===== src/rtl/shift_deser_if.sv =====
// rtl/shift_deser_if.sv - serial input and parallel output bundle for shift_deser
// Ports (slave = receiver side):
//   serialIn, bitEn : serial line and bit strobe into the receiver
//   q, valid, ready : parallel word and its valid/ready handshake
//   frameErr, overrun : one-cycle status pulses from the receiver
interface shift_deser_if #(
    parameter int N = 4
) ();
    logic         serialIn;
    logic         bitEn;
    logic [N-1:0] q;
    logic         valid;
    logic         ready;
    logic         frameErr;
    logic         overrun;

    modport slave (
        input  serialIn,
        input  bitEn,
        input  ready,
        output q,
        output valid,
        output frameErr,
        output overrun
    );

    modport master (
        output serialIn,
        output bitEn,
        output ready,
        input  q,
        input  valid,
        input  frameErr,
        input  overrun
    );
endinterface


===== src/rtl/shift_deser.sv =====
// rtl/shift_deser.sv - serial-to-parallel frame receiver with a one-word output buffer
// Ports:
//   clk     : rising-edge clock
//   reset_n : synchronous active-low reset
//   bus     : shift_deser_if.slave (serialIn/bitEn in, q/valid/ready handshake, frameErr/overrun pulses)
module shift_deser #(
    parameter int N = 4
) (
    input  logic          clk,
    input  logic          reset_n,
    shift_deser_if.slave  bus
);
    localparam int CW = $clog2(N + 1);

    typedef enum logic [1:0] {
        IDLE = 2'd0,
        DATA = 2'd1,
        STOP = 2'd2
    } state_t;

    state_t        state_q, state_d;
    logic [CW-1:0] cnt_q, cnt_d;
    logic [N-1:0]  sr_q, sr_d;
    logic [N-1:0]  q_q, q_d;
    logic          valid_q, valid_d;
    logic          ferr_q, ferr_d;
    logic          ovr_q, ovr_d;

    always_ff @(posedge clk) begin
        if (!reset_n) begin
            state_q <= IDLE;
            cnt_q   <= '0;
            sr_q    <= '0;
            q_q     <= '0;
            valid_q <= 1'b0;
            ferr_q  <= 1'b0;
            ovr_q   <= 1'b0;
        end else begin
            state_q <= state_d;
            cnt_q   <= cnt_d;
            sr_q    <= sr_d;
            q_q     <= q_d;
            valid_q <= valid_d;
            ferr_q  <= ferr_d;
            ovr_q   <= ovr_d;
        end
    end

    always_comb begin
        state_d = state_q;
        cnt_d   = cnt_q;
        sr_d    = sr_q;
        q_d     = q_q;
        valid_d = valid_q;
        ferr_d  = 1'b0;
        ovr_d   = 1'b0;

        // Consumption runs independently of bitEn; a word landing below
        // on the same edge overrides this clear.
        if (valid_q && bus.ready) begin
            valid_d = 1'b0;
        end

        case (state_q)
            IDLE: begin
                if (bus.bitEn && !bus.serialIn) begin
                    state_d = DATA;
                    cnt_d   = '0;
                end
            end
            DATA: begin
                if (bus.bitEn) begin
                    sr_d  = {sr_q[N-2:0], bus.serialIn};
                    cnt_d = cnt_q + CW'(1);
                    if (cnt_q == CW'(N - 1)) begin
                        state_d = STOP;
                    end
                end
            end
            STOP: begin
                if (bus.bitEn) begin
                    // A 0 stop bit returns to IDLE; it is never reused as a start bit.
                    state_d = IDLE;
                    if (bus.serialIn) begin
                        if (!valid_q || bus.ready) begin
                            q_d     = sr_q;
                            valid_d = 1'b1;
                        end else begin
                            ovr_d = 1'b1;
                        end
                    end else begin
                        ferr_d = 1'b1;
                    end
                end
            end
            default: begin
                state_d = IDLE;
            end
        endcase
    end

    assign bus.q        = q_q;
    assign bus.valid    = valid_q;
    assign bus.frameErr = ferr_q;
    assign bus.overrun  = ovr_q;
endmodule


===== src/flat_wrapper.sv =====
// flat-port wrapper written by rule: the top's interface ports become plain ports
module shift_deser_flat 
#(
    parameter int N = 4
)
  (clk, reset_n, bus_serialIn, bus_bitEn, bus_ready, bus_q, bus_valid, bus_frameErr, bus_overrun);
  shift_deser_if #(.N(N)) bus_i ();
  input  logic clk;
  input  logic reset_n;
  input wire logic [$bits(bus_i.serialIn)-1:0] bus_serialIn;
  input wire logic [$bits(bus_i.bitEn)-1:0] bus_bitEn;
  input wire logic [$bits(bus_i.ready)-1:0] bus_ready;
  output wire logic [$bits(bus_i.q)-1:0] bus_q;
  output wire logic [$bits(bus_i.valid)-1:0] bus_valid;
  output wire logic [$bits(bus_i.frameErr)-1:0] bus_frameErr;
  output wire logic [$bits(bus_i.overrun)-1:0] bus_overrun;
  assign bus_i.serialIn = bus_serialIn;
  assign bus_i.bitEn = bus_bitEn;
  assign bus_i.ready = bus_ready;
  assign bus_q = bus_i.q;
  assign bus_valid = bus_i.valid;
  assign bus_frameErr = bus_i.frameErr;
  assign bus_overrun = bus_i.overrun;
  shift_deser #(.N(N)) u_core (.clk(clk), .reset_n(reset_n), .bus(bus_i));
endmodule

===== config.mk =====
export PLATFORM = sky130hd
export DESIGN_NAME = shift_deser_flat
export DESIGN_NICKNAME = d
export VERILOG_FILES = /design/src/rtl/shift_deser_if.sv /design/src/rtl/shift_deser.sv /design/src/flat_wrapper.sv
export SDC_FILE = /design/constraint.sdc
export NUM_CORES = 1
export LEC_CHECK = 0
export CORE_MARGIN = 3
export CORE_UTILIZATION = 51
export CTS_BUF_LIST = sky130_fd_sc_hd__clkbuf_2
export DETAILED_ROUTE_END_ITERATION = 7
export PLACE_DENSITY = 0.88
export RECOVER_POWER = 100
export SETUP_SLACK_MARGIN = 0.15
export SYNTH_ARGS = -nofsm -noshare
export SYNTH_HDL_FRONTEND = slang
export SYNTH_SLANG_ARGS = --single-unit

===== constraint.sdc =====
create_clock -name clk -period 1.8 [get_ports clk]
set_input_delay 0.36 -clock clk [delete_from_list [all_inputs] [get_ports clk]]
set_output_delay 0.36 -clock clk [all_outputs]
set_load 0.02 [all_outputs]

Word level (Yosys, flattened, before mapping)
Index checks and enable logic that the tools add are counted.

word-level totals
  bits in registers = 16
  bits of input ports = 5
  output and inout port bits = 7
  word-level logic and storage cells = 43

operators by class
  add/subtract/negate cells = 1
  equality and inequality tests = 7
  muxes and demuxes = 15
  reduce and logical (&&, ||, !) cells = 13

operator list
  operator             number
  $reduce_and 4->1     3
  $mux 2               4
  $mux 1               7
  $mux 3               2
  $pmux 2 s3           1
  $pmux 3 s2           1
  $reduce_and 3->1     2
  $ne 2x1->1 const B   2
  $ne 2x2->1 const B   2
  $add 3x1->3 const B  1
  $eq 3x2->1 const B   1
  $eq 2x1->1 const B   1
  $eq 2x2->1 const B   1
  $logic_and 1x1->1    2
  $logic_not 1->1      2
  $logic_not 2->1      1
  $reduce_and 2->1     1
  $reduce_bool 2->1    1
  $logic_or 1x1->1     1

Logic depth before layout (Yosys ltp)
Gate-level depths: netlist of run 1.

  depth after elaboration = 6
  depth in mapped cells = 5
  depth with buffers taken out = 5

Worst setup path before layout of run 1
No wires, ideal clock.

  path type = input -> register
  start = in bus_bitEn
  end = reg u_core.q_q[0], in the netlist u_core.bus.q[0]
  library setup time = 72 ps
  arrival time = 1078 ps
  data required time = 1728 ps
  slack = 650 ps
  stages = 5
  path buffers = 2
  cell sequence = buf_6 > and4b_1 > nor2b_4 > buf_6 > mux2i_1

between the ends
  cells in the longest elaborated chain, start to end = 1

ends and longest elaborated chain
  what                        line                RTL
  from (decl)                 flat_wrapper.sv:11  input wire logic [$bits(bus_i.bitEn)-1:0] bus_bitEn;
  $reduce_and 4->1 (no line)  -
  to (signal assigned)        shift_deser.sv:42   q_q <= q_d;
  to (decl)                   shift_deser.sv:24   logic [N-1:0] q_q, q_d;

No other way between the ends.
A chain may end at the register's enable or synchronous reset.

Final worst setup path of run 1
  start = reg u_core.ferr_q, in the netlist u_core.bus.frameErr
  end = out bus_frameErr

RTL lines
  what                    line                RTL
  from (decl)             shift_deser.sv:26   logic ferr_q, ferr_d;
  from (signal assigned)  shift_deser.sv:44   ferr_q <= ferr_d;
  to (decl)               flat_wrapper.sv:15  output wire logic [$bits(bus_i.frameErr)-1:0] bus_frameErr;

No word-level cell between the ends.

==> summary.md, run 1 <==
Placed design
- 92 — Cell Count Post-Placement
- 0.103 ns — setup slack at placement
- 0.697 — final weighted congestion in routability-driven placement
- 11 — IO buf count
- 869 um — detailed placement HPWL

Critical path
- register — critical path launch point type
- u_core.cnt_q[2]$_SDFFE_PN0P_ — r2r endpoint
- reg2out — type of the setup path with the least slack
- dlygate4sd3_1 — worst path cell trace
- 0.67 ns — delay of the slowest cell on the worst path
- sky130_fd_sc_hd__dlygate4sd3_1 — highest-delay cell along the critical path
- output pin — Worst setup EP type
- 0.49 ns — Register-to-Register Setup Slack
- 1 — CP bufs+invs
- 1 — Critical Path Fanout Max
- 1.29 ns — arrival time worst endpoint
- 3 — Worst Reg-to-Reg Cells
- 1.44 ns — WP data required
- buffers and inverters — Worst path top cell family by delay
- u_core.state_q[0]$_SDFFE_PN0P_ — launching point of the worst reg2reg path

STA
- 605 MHz — peak clock frequency supported by timing
- 1.65 ns — minimum clock period after layout
- no — unrepaired setup endpoints after global routing
- 0 — number of setup violations in the final report
- 0.0128 ns — setup skew after layout
- 0.771 — relative max-transition margin
- 0.148 ns — min setup slack post-route
- 0 — Slew Limit Fails
- 0.342 ns — actual slew at the worst max-slew pin
- 0.918 — ratio of final minimum period to clock period
- 0 — final hold viol count
- 0 ns — sum of negative setup slack

Synthesis
- 0 — number of synthesized flops with an enable pin
- 0.266 — Synth Area in Simple Gates
- 70 — cell count after synthesis
- 25 — unique cell type count in the Yosys netlist
- sky130_fd_sc_hd__dfxtp_1 — most frequently used flop master after synthesis
- 0.444 — post-synthesis sequential area ratio
- sky130_fd_sc_hd__dfxtp_1 — most frequently used cell type in the post-synthesis netlist
- simple AND/OR/NAND/NOR gates — combinational family with the most area after synthesis
- sky130_fd_sc_hd__dfxtp_1 — largest area contributor in the synthesized netlist
- 16 — register bit count reported by yosys
- 721 um^2 — cell area after synthesis
- 0 — synthesis warning total
- sky130_fd_sc_hd__dfxtp_1 (16), sky130_fd_sc_hd__nand2_1 (10), sky130_fd_sc_hd__mux2i_1 (8), sky130_fd_sc_hd__nor2b_1 (4) — most instantiated cells after synthesis
- 0 — XOR/XNOR Fraction of Synth Area
- 0.0764 — fraction of the mapped netlist area in compound gates
- 0 — async set-or-reset flop fraction in the synthesized netlist
- 0.0347 — Post-Synth Adder-Cell Area
- sky130_fd_sc_hd__dfxtp_1 (44%), sky130_fd_sc_hd__mux2i_1 (11%), sky130_fd_sc_hd__nand2_1 (5.2%), sky130_fd_sc_hd__buf_6 (4.7%), sky130_fd_sc_hd__ha_1 (3.5%) — top cells by area, synth
- 0.444 — area fraction of the dominant cell type after synthesis
- 10.3 um^2 — syn avg cell area
- 0.111 — mux contribution to synthesized area
- 77 — nets in the synthesized netlist

Clock network
- 1 — H-tree lvl count
- 16 — Clock Sink Count
- 0 — total of cells resized after clock tree synthesis
- 0.15 ns — CTS clock-pin slew for the worst setup and hold paths
- 0 — hold bufs inserted after CTS
- yes — CTS tree
- 2 — buffers from clock root to sink, at most
- 0.29 ns — insertion delay to the later sink of the worst-skew pair
- 3 — number of buffers created by CTS
- sky130_fd_sc_hd__clkbuf_2 — Clock Tree Root
- 0 — number of setup buffers added after CTS

Detailed routing
- 1.17 mm — final routed wirelength across all metal layers
- 0 — DRC
- 12.2 um — wire length per cell
- 484 — total number of vias
- 4 — count of TritonRoute iterations in the first routing pass
- 12 — number of design-rule violations left by the first detailed-router iteration
- 0 — Antenna Nets Post-Route
- 5.04 — post-DR vias/cell

Worst hold path
- reg2reg — class of the tightest hold or removal check
- u_core.bus.q[3]$_SDFFE_PN0P_ — Worst Hold End
- 2 — hold depth
- u_core.bus.q[3]$_SDFFE_PN0P_ — hold path startpoint

Floorplan
- 12 — standard-cell rows
- 0.00190 mm^2 — floorplan die area
- 43.6 um — die boundary width
- 0.593 — starting density of the core
- 0.00122 mm^2 — Std-Cell Core Area
- 43.6 um — y dimension of the die
- 12 — number of placed I/O pins

Global route
- 1.96 mm — first-pass GRT wire length
- 0 — overflow left after global routing
- 457 — via count of the first global-routing pass
- 0 — initial antenna violation count
- 14 — pin count of the biggest net entering global routing
- 0.137 — GRT Total Usage

Job
- 0 — max cap viols

Finish
- 90 — nets
- 0 — antenna diode instance count
- 10.4% — growth of design area from synthesis to finish
- 0.110 — fraction of layout cells with a size suffix above 1
- 96 — filler-free cell count of the finished design

Pwr
- 698 mW/mm^2 — Power Density
- 0.000411 V — maximum ir drop on the vdd rail
- 0.310 nW — leakage power
- 0.556 mW — total power draw

Run status
- completed — status

worst max-delay path by stage:
stage	endpoint	startpoint	slack [ns]	cells past startpoint
floorplan	u_core.bus.q[0]$_SDFFE_PN0P_	bus_bitEn	0.65	5
global placement	u_core.bus.q[0]$_SDFFE_PN0P_	bus_bitEn	0.15	4
detailed placement	u_core.bus.q[2]$_SDFFE_PN0P_	bus_bitEn	0.10	4
CTS	bus_q[1]	u_core.bus.q[1]$_SDFFE_PN0P_	0.15	1
global route	bus_frameErr	u_core.bus.frameErr$_SDFF_PN0_	0.09	1
finish	bus_frameErr	u_core.bus.frameErr$_SDFF_PN0_	0.15	1
cell usage in the layout (no fill, tap or decap):
| cell type | netlist | layout |
|---|---|---|
| sky130_fd_sc_hd__clkinv_1 | 0 | 1 |
| sky130_fd_sc_hd__or2_0 | 1 | 1 |
| sky130_fd_sc_hd__and2b_2 | 2 | 2 |
| sky130_fd_sc_hd__nand3b_1 | 1 | 2 |
| sky130_fd_sc_hd__dlygate4sd3_1 | 0 | 3 |
| sky130_fd_sc_hd__or3b_2 | 1 | 1 |
| sky130_fd_sc_hd__nand4b_1 | 2 | 2 |
| sky130_fd_sc_hd__buf_4 | 0 | 1 |
| sky130_fd_sc_hd__nand2b_1 | 1 | 1 |
| sky130_fd_sc_hd__ha_1 | 2 | 2 |
| sky130_fd_sc_hd__o21ai_0 | 2 | 2 |
| sky130_fd_sc_hd__nor2b_4 | 1 | 1 |
| sky130_fd_sc_hd__nand2_1 | 10 | 10 |
| sky130_fd_sc_hd__dfxtp_1 | 16 | 16 |
| sky130_fd_sc_hd__clkbuf_2 | 0 | 3 |
| sky130_fd_sc_hd__nor3b_1 | 3 | 3 |
| sky130_fd_sc_hd__and3_2 | 1 | 1 |
| sky130_fd_sc_hd__o311a_1 | 1 | 1 |
| sky130_fd_sc_hd__clkbuf_1 | 2 | 7 |
| sky130_fd_sc_hd__clkdlybuf4s50_1 | 0 | 2 |
| sky130_fd_sc_hd__nor2b_1 | 4 | 4 |
| sky130_fd_sc_hd__a21oi_1 | 1 | 1 |
| sky130_fd_sc_hd__and4b_1 | 1 | 1 |
| sky130_fd_sc_hd__o21a_1 | 1 | 1 |
| sky130_fd_sc_hd__inv_1 | 2 | 2 |
| sky130_fd_sc_hd__a21boi_0 | 2 | 3 |
| sky130_fd_sc_hd__mux2i_1 | 8 | 8 |
registers in the layout, summed over array words and instances, names as in the netlist:
register,count
u_core.bus.overrun,1
u_core.cnt_q,3
u_core.bus.q,4
u_core.state_q,2
u_core.bus.frameErr,1
u_core.sr_q,4
u_core.bus.valid,1
power by group:
group / switching [mW] / leakage (nW) / internal (mW) / total [mW]
sequential: 0.00462 / 0.129 / 0.358 / 0.363
combinational: 0.0183 / 0.167 / 0.0201 / 0.0385
clock: 0.106 / 0.0140 / 0.0483 / 0.154
metal layers:
layer | global-route usage | routed length, um
met1 | 0.179 | 564
met2 | 0.203 | 537
met3 | 0.0747 | 68
met4 | 0.0181 | 0
met5 | 0 | 0
stage by stage:
step / cell area [um^2] / hold slack [ns] / util
floorplan: 721 / 0.438 / -
global placement: 822 / 0.451 / 0.676
detailed placement: 822 / 0.453 / 0.676
CTS: 841 / 0.470 / 0.691
global route: 796 / 0.499 / 0.654
finish: 796 / 0.469 / 0.654
cells by family (layout without fill, tap and decap cells):
| logic type | Yosys count | in the layout |
|---|---|---|
| flops | 16 | 16 |
| mux | 8 | 8 |
| simple gates | 29 | 29 |
| compound gates | 8 | 8 |
| fa+ha+maj | 2 | 2 |
| buf+inv | 7 | 19 |
final cells by class:
type                            instances  area, um^2
Fill cell                              99         420
Sequential cell                        16         320
Multi-Input combinational cell         47         348
Clock buffer                            3        15.0
Inverter                                2        7.51
Clock inverter                          1        3.75
Tap cell                               14        17.5
Timing Repair Buffer                   13        83.8
Power figures use the tool's default switching activity.
==> run 2, diff against run 1 <==
--- a/config.mk
+++ b/config.mk
@@ -9,7 +9,7 @@
 export CORE_UTILIZATION = 51
 export CTS_BUF_LIST = sky130_fd_sc_hd__clkbuf_2
 export DETAILED_ROUTE_END_ITERATION = 7
-export PLACE_DENSITY = 0.88
+export PLACE_DENSITY = 0.77
 export RECOVER_POWER = 100
 export SETUP_SLACK_MARGIN = 0.15
 export SYNTH_ARGS = -nofsm -noshare
==> run 2 against run 1 <==
  * Sequential cell count did not move
  * Worst hold slack improved by 0.0042 ns
  * Maximum frequency barely moved
  * Die area unchanged
  * Sequential power about the same
  * Non-clock buffer count is 1 higher
  * Clock skew is 0.0068 ns lower
  * Core utilization rose by 1.9 points
  * Largest cell class unchanged
  * Routed wire length is 8.9% higher
  * Design area up 2.8%
  * Final cell count increased by 1.0%
==> summary.md, run 2 (synthesized netlist as in run 1, its figures left out) <==
Critical path
- reg2out — type of the setup path with the least slack
- 1.44 ns — WP data required, about the same
- buffers and inverters — Worst path top cell family by delay
- 0.38 ns — Register-to-Register Setup Slack, -0.11 ns
- 1 — CP bufs+invs, unchanged
- u_core.state_q[0]$_SDFFE_PN0P_ — launching point of the worst reg2reg path
- sky130_fd_sc_hd__dlygate4sd3_1 — highest-delay cell along the critical path
- output pin — Worst setup EP type
- register — critical path launch point type
- 0.66 ns — delay of the slowest cell on the worst path, about the same
- u_core.bus.valid$_SDFF_PN0_ — CP Launch Point
- dlygate4sd3_1 — worst path cell trace
- 2 — Critical Path Fanout Max, +1
- 1.29 ns — arrival time worst endpoint, about the same

Global route
- 0 — initial antenna violation count, unchanged
- 12 — pin count of the biggest net entering global routing, -2
- 0.154 — GRT Total Usage, +0.0173
- 2.18 mm — first-pass GRT wire length, +11%
- 0 — overflow left after global routing, unchanged
- 462 — via count of the first global-routing pass, +1.1%

STA
- 0.408 ns — actual slew at the worst max-slew pin, +0.0665 ns
- 0.00598 ns — setup skew after layout, -0.00677 ns
- 0.919 — ratio of final minimum period to clock period, about the same
- no — unrepaired setup endpoints after global routing
- 0.147 ns — min setup slack post-route, -0.00157 ns
- 0.727 — relative max-transition margin, -0.0442
- 0 — final hold viol count, unchanged
- 605 MHz — peak clock frequency supported by timing, about the same
- 0 — number of setup violations in the final report, unchanged
- 1.65 ns — minimum clock period after layout, +0.00157 ns
- 0 — Slew Limit Fails, unchanged
- 0 ns — sum of negative setup slack, unchanged

Clock network
- 3 — number of buffers created by CTS, unchanged
- 0.28 ns — insertion delay to the later sink of the worst-skew pair, about the same
- sky130_fd_sc_hd__clkbuf_2 — Clock Tree Root
- 0 — hold bufs inserted after CTS, unchanged
- 1 — H-tree lvl count, unchanged
- yes — CTS tree
- 2 — buffers from clock root to sink, at most, unchanged
- 0.16 ns — CTS clock-pin slew for the worst setup and hold paths, about the same
- 16 — Clock Sink Count, unchanged

Finish
- 107 — number of fill cells in the layout, +8.1%
- 13.5% — growth of design area from synthesis to finish
- 91 — nets, +1.1%
- sky130_fd_sc_hd__dfxtp_1 (16), sky130_fd_sc_hd__nand2_1 (10), sky130_fd_sc_hd__mux2i_1 (8) — most used cells in the layout excluding fill and tap cells
- 97 — filler-free cell count of the finished design, +1.0%
- sky130_fd_sc_hd__dfxtp_1 — most common cell after layout, fill and taps aside
- 0.108 — fraction of layout cells with a size suffix above 1, -0.00132
- 320 um^2 — area used by sequential logic in the layout, unchanged
- 0 — antenna diode instance count, unchanged
- 340 um^2 — multi-input logic area, -2.2%

Placed design
- 11 — IO buf count, unchanged
- 0.697 — final weighted congestion in routability-driven placement, about the same
- 0.106 ns — setup slack at placement, +0.00247 ns
- 931 um — detailed placement HPWL, +7.2%
- 93 — Cell Count Post-Placement, +1.1%

Pwr
- 693 mW/mm^2 — Power Density, -0.80%
- 0.287 — clock share of power, +0.009
- 0.000434 V — maximum ir drop on the vdd rail, +5.6%
- 0.428 mW — internal power summed over all cells, +0.37%
- 0.641 — sequential cell fraction of total power, -0.012
- 0.139 mW — Switch Pwr, +7.4%
- 0.072 — Comb power frac, +0.003
- 0.245 — Switching Share, +0.0124
- 0.340 nW — leakage power, +9.8%

Detailed routing
- 5.19 — post-DR vias/cell, +2.9%
- 503 — total number of vias, +3.9%
- 0 — DRC, unchanged
- 13.1 um — wire length per cell, +7.8%
- 6 — number of design-rule violations left by the first detailed-router iteration, -6
- 1.27 mm — final routed wirelength across all metal layers, +8.9%
- 0 — Antenna Nets Post-Route, unchanged
- 4 — count of TritonRoute iterations in the first routing pass, unchanged

Worst hold path
- reg2reg — class of the tightest hold or removal check
- u_core.bus.q[1]$_SDFFE_PN0P_ — hold path startpoint

Floorplan
- 0.00190 mm^2 — floorplan die area, unchanged
- 0.593 — starting density of the core, unchanged
- 43.6 um — die boundary width, unchanged
- 12 — number of placed I/O pins, unchanged
- 12 — standard-cell rows, unchanged
- 43.6 um — y dimension of the die, unchanged
- 0.00122 mm^2 — Std-Cell Core Area, unchanged

Job
- 0 — max cap viols, unchanged

Run status
- completed — status

-- run 2: routing by layer --
metal,routed length (um),global-route usage
met1,630,0.214
met2,564,0.224
met3,70,0.0373
met4,8,0.0723
met5,0,0
-- run 2: power groups by stage --
stage	logic (mW)	registers, mW	clock network [mW]
final	0.0406	0.364	0.163
after global routing	0.0450	0.364	0.188
after CTS	0.0434	0.364	0.168
after detailed placement	0.0431	0.371	0
after global placement	0.0419	0.371	0
after floorplan	0.0322	0.367	0
-- run 2: through the flow --
step	total power, mW	hold slack (ns)	util	instance area, um^2
final	0.567	0.473	0.673	818
after global routing	0.597	0.495	0.673	818
after CTS	0.575	0.477	0.695	846
after detailed placement	0.414	0.455	0.682	830
after global placement	0.413	0.445	0.682	830
after floorplan	0.400	0.438	-	721
-- run 2: final timing paths --
kind,to,cells past startpoint
max,bus_valid,1
min,u_core.bus.q[1]$_SDFFE_PN0P_,2
max reg2reg,u_core.bus.q[3]$_SDFFE_PN0P_,3
min reg2reg,u_core.bus.q[1]$_SDFFE_PN0P_,2
-- run 2: layout make-up --
type	instances	area share
clock buffer	3	0.0183
clock inverter	1	0.00459
inverter	2	0.00917
multi-input combinational	47	0.416
sequential	16	0.391
tap	14	0.0214
timing repair buffer	14	0.139
-- run 2: tightest hold or removal path: stages (launching register included) --
cell and delay, ns:
sky130_fd_sc_hd__dfxtp_1 0.35, sky130_fd_sc_hd__nand2_1 0.05, sky130_fd_sc_hd__mux2i_1 0.05
-- run 2: what timing repair did --
action / 4_1_cts / 5_1_grt
endpoints found under the setup margin: 2 / 2
resized for setup: 2 / 2
setup buffers: 0 / 0
cloned: 0 / 0
endpoints found under the hold margin: 0 / 0
